<file path="src/rtl/multicycle_shifter.sv">
// rtl/multicycle_shifter.sv - five-stage iterative 32-bit SLL/SRA shifter
// Fixed 5-cycle latency: one binary-weighted stage (16,8,4,2,1) per clock.
module multicycle_shifter (
  input  logic        clock,
  input  logic        reset,
  input  logic        ctrl_shift,
  input  logic        op,
  input  logic [31:0] data_in,
  input  logic [4:0]  shamt,
  output logic [31:0] data_out,
  output logic        data_resultRDY,
  output logic        busy
);

  typedef enum logic {
    IDLE  = 1'b0,
    SHIFT = 1'b1
  } state_t;

  state_t      state;
  logic [31:0] w;
  logic        op_q;
  logic [4:0]  shamt_q;
  logic [2:0]  stg;

  logic [2:0]  bit_idx;
  logic [4:0]  stage_amt;
  logic        stage_en;
  logic [31:0] stage_w;

  // Stage k shifts by 16>>k when shamt bit (4-k) is set; SRA replicates the current sign.
  always_comb begin
    bit_idx   = 3'd4 - stg;
    stage_amt = 5'd16 >> stg;
    stage_en  = shamt_q[bit_idx];
    stage_w   = w;
    if (stage_en) begin
      if (op_q) begin
        stage_w = $signed(w) >>> stage_amt;
      end else begin
        stage_w = w << stage_amt;
      end
    end
  end

  always_ff @(posedge clock) begin
    if (!reset) begin
      state          <= IDLE;
      stg            <= 3'd0;
      w              <= 32'd0;
      op_q           <= 1'b0;
      shamt_q        <= 5'd0;
      data_out       <= 32'd0;
      data_resultRDY <= 1'b0;
      busy           <= 1'b0;
    end else begin
      data_resultRDY <= 1'b0;
      case (state)
        IDLE: begin
          if (ctrl_shift) begin
            w       <= data_in;
            op_q    <= op;
            shamt_q <= shamt;
            stg     <= 3'd0;
            busy    <= 1'b1;
            state   <= SHIFT;
          end
        end
        SHIFT: begin
          w <= stage_w;
          if (stg == 3'd4) begin
            data_out       <= stage_w;
            data_resultRDY <= 1'b1;
            busy           <= 1'b0;
            stg            <= 3'd0;
            state          <= IDLE;
          end else begin
            stg <= stg + 3'd1;
          end
        end
        default: begin
          state <= IDLE;
          busy  <= 1'b0;
          stg   <= 3'd0;
        end
      endcase
    end
  end

endmodule
</file>
<file path="config.mk">
export PLATFORM = sky130hd
export DESIGN_NAME = multicycle_shifter
export DESIGN_NICKNAME = d
export VERILOG_FILES = /design/src/rtl/multicycle_shifter.sv
export SDC_FILE = /design/constraint.sdc
export NUM_CORES = 1
export LEC_CHECK = 0
export ABC_CLOCK_PERIOD_IN_PS = 3500
export CAP_MARGIN = 10
export CORE_ASPECT_RATIO = 1.5
export CORE_MARGIN = 4
export CORE_UTILIZATION = 53
export CTS_BUF_LIST = sky130_fd_sc_hd__clkbuf_2 sky130_fd_sc_hd__clkbuf_4 sky130_fd_sc_hd__clkbuf_8
export CTS_CLUSTER_DIAMETER = 150
export DETAILED_ROUTE_END_ITERATION = 10
export HOLD_SLACK_MARGIN = 0.08
export PLACE_DENSITY_LB_ADDON = 0.25
export SETUP_SLACK_MARGIN = 0.1
export SLEW_MARGIN = 40
export SYNTH_ARGS = -nofsm -noshare
export SYNTH_HDL_FRONTEND = slang
export SYNTH_SLANG_ARGS = --single-unit
</file>
<file path="constraint.sdc">
create_clock -name clock -period 3.5 [get_ports clock]
set_input_delay 0.7 -clock clock [delete_from_list [all_inputs] [get_ports clock]]
set_output_delay 0.7 -clock clock [all_outputs]
set_load 0.01 [all_outputs]
</file>
==> metrics.md <==
| Metric | Value |
|---|---|
| RSZ-0062 raised after global routing | false |
| Drt first pass iters | 5 |
| Post-synthesis sequential area ratio | around 22% |
| Synth Area in Simple Gates | roughly an eighth |
| Yosys warning count | 0 |
| Status | finished, final reports clean |
| Slew Limit Headroom | a little under half |
| Critical path class | flip-flop to flip-flop |
| Starting density of the core | 54.19% |
| HP Class | flip-flop to flip-flop |
| Clk pwr share | between 20% and 30% |
| Post-DR wirelength/cell | just under 30 um |
| TritonCTS clock tree | built |
| Worst Tran Pin Value | around 0.8 ns |
| Placement Setup Slack | approximately 0.027 ns |
| Final Worst Setup Slack | around 0.18 ns |
| Worst path required time | between 3 and 4 ns |
| Detail Route Antenna Nets | 0 |
| Placed inst area | 0.007993 mm2 |
| Switching pwr | between 1000 and 1500 uW |
| Netlist Area Pre-Place | ~0.0070 mm2 |
| Ys async rst share | 0% |
| Post-synthesis compound-gate area fraction | between 20% and 30% |
| Clk sinks | 76 |
| Final TNS setup | 0 ns |
| Critical path peak fanout | 25 |
| Die height | between 100 and 150 um |
| Clk slew on worst S/H paths | 0.10 ns |
| Post-synthesis xor/xnor area fraction | 0% |
| Peak VDD IR | a little under 0.0003 V |
| Initial antenna violation count | 0 |
| Area delta synth->final | 17.25% |
| Post-Synth Adder-Cell Area | under 10% |
| Largest family of logic cells by synthesized area | multiplexers |
| Via count of the first global-routing pass | 7391 |
| Max stage delay cell, worst path | mux4_2 |
| Net Sw Frac | roughly two fifths |
| P per Cell Area | about 340 mW/mm2 |
| P_leak | 0.002867 uW |
| Crit-path max cell delay | ~0.57 ns |
| Commonest cells after routing, fill and taps aside | 82 x nand2_1, 77 x mux2i_1, 76 x dfxtp_1 |
| Final instance area | approximately 0.0082 mm2 |
| Share of cells above drive strength 1 | 22.17% |
| Largest net degree at the start of global routing | 38 |
| Sequential share of power | between 30% and 40% |
| Most used DFF post-synth | dfxtp_1 |
| Nets@finish | slightly above 900 |
| Multiplexer share of the synthesized area | 33.65% |
| Synth Net Count | 865 |
| Vias per cell | approximately 7.3 |
| Avg Synthesized Cell Area | between 8 and 9 um2 |
| Number of synthesized flops with an enable pin | 0 |
| Antenna diode count | 0 |
| # IOs | between 70 and 80 |
| I/O Buffers | 74 |
| CP arrival | 3.58 ns |
| Critical-path cell list | ha_1, ha_2, buf_12, mux2_2, mux4_2, a2bb2oi_1, o211ai_1, nor3_2, buf_4, o21ai_0 |
| Gate Count Post-Synth | approximately 820 |
| H-Tree Depth | 3 |
| Clk_lat worst skew | about 0.38 ns |
| Floorplan Core Area | about 0.013 mm2 |
| Crit. End Element | flip-flop |
| All-layer global routing usage | 40.66% |
| #FFs+latches synth | 76 |
| Max cap viols | 0 |
| Routed WL | between 30000 and 40000 um |
| Combinational Power Share | 35.0% |
| CTS Hold Bufs | 0 |
| Post-Route Utilization | between 60% and 70% |
| # placed instances | 1018 |
| First-pass GRT wire length | 45740 um |
| CTS Buf Count | 9 |
| Worst Skew | 0.01785 ns |
| DRC violations left | 0 |
| Commonest non-fill, non-tap cell in the layout | nand2_1 |
| Die width | between 100 and 150 um |
| Slew Viols, Final | 0 |
| FP Rows | between 50 and 60 |
| Fin cells | just over 1k |
| Clock tree buffer depth | 2 |
| CP startpoint kind | flip-flop |
| Setup Viol. Count Final | 0 |
| Via count | ~7.5k |
| Root buffer cell | clkbuf_8 |
| F_max | ~300 MHz |
| Tmin final | approximately 3.3 ns |
| Drt initial violations | around 700 |
| Pint | ~1700 uW |
| Area of the die | 0.01519 mm2 |
| Final GP Congestion | about 1.1 |
| Final Hold Vio Count | 0 |
| Hpwl dp | roughly 24000 um |
| Post-synth cell types | 64 |
| Grt ovf | 0 |
| Final worst path period share | 94.78% |
==> registers in the layout, summed over array words and instances, names as in the netlist <==
name            flops
data_out           32
w                  32
shamt_q             5
stg                 3
busy                1
data_resultRDY      1
op_q                1
state               1
==> worst paths after layout <==
check / to / slack [ns] / from / depth (start not counted)
setup / recovery: data_out[30] / 0.18 / stg[0] / 10
hold / removal: data_out[5] / 0.47 / data_out[5] / 2
setup reg to reg: data_out[30] / 0.18 / stg[0] / 10
hold reg to reg: data_out[5] / 0.47 / data_out[5] / 2
==> cell usage after synthesis, types with 6 or more instances <==
master    instances  area share, %
nor2b_1           6           0.53
nor2_1           52            2.8
buf_4            10            1.1
mux2i_1          77             11
nand2_1          83            4.4
and2_1            7           0.62
mux4_2           36             12
ha_1              9            1.6
a31oi_1          10           0.89
nand2b_1          6           0.53
dfxtp_1          76             22
nor3_1           16            1.1
o22ai_1           9           0.80
nor4_1            7           0.62
o21ai_0          73            5.2
o32ai_1           6           0.75
mux2_2           67             11
o31ai_1           6           0.64
nand3_1          17            1.2
buf_1             8           0.43
a211oi_1         12            1.3
inv_1            14           0.75
buf_2            11           0.78
a21oi_1          38            2.7
o221ai_1         24            3.0
clkbuf_1         49            2.6
a21boi_0          8           0.86
==> power by group through the flow <==
stage	Clock [uW]	Sequential [uW]	Combinational, uW
2_1_floorplan	0	975	626
3_3_place_gp	0	1050	936
3_5_place_dp	0	1050	948
4_1_cts	785	1030	953
5_1_grt	816	1040	1040
6_report	788	1040	989
==> layout make-up <==
class	instances	area, um2
flip-flops and latches	76	1521
clock inverters	7	88.84
repair buffers	128	1171
fillers	1146	4723
clock buffers	9	123.9
multi-input cells	640	5070
inverters	15	56.30
well taps	159	198.9
==> worst max-delay path: cells and delay by family, from the launching register on <==
family	cells	cell delay (ns)
mux	2	0.98
compound gates	3	0.61
fa+ha+maj	2	0.52
flops	1	0.43
buf+inv	2	0.36
simple gates	1	0.29
==> timing repair <==
item	in CTS	in global routing
setup endpoints to repair	4	9
setup buffers	0	0
pin swaps	0	1
gates resized for setup	2	3
==> metrics by stage <==
step | hold WS [ns] | power, uW
final | 0.4673 | 2822
after global routing | 0.4868 | 2901
after CTS | 0.4705 | 2770
after detailed placement | 0.4469 | 2000
after global placement | 0.4384 | 1985
after floorplan | 0.4428 | 1601
==> cell families after synthesis <==
group | Yosys count
AND/OR/NAND/NOR | 209
flip-flops | 76
adder cells (fa/ha/maj) | 9
multiplexers | 181
buffers and inverters | 99
AO/OA/AOI/OAI | 241
==> per-layer routing <==
layer | track usage, % | up-vias | wire, um
li1 | - | 3224 | -
met3 | 7.581 | 164 | 2860
met2 | 64.75 | 570 | 14600
met4 | 29.61 | 0 | 2875
met5 | 0 | - | 0
met1 | 48.06 | 3576 | 10320
Note: power is estimated with default switching activity, not from simulation.
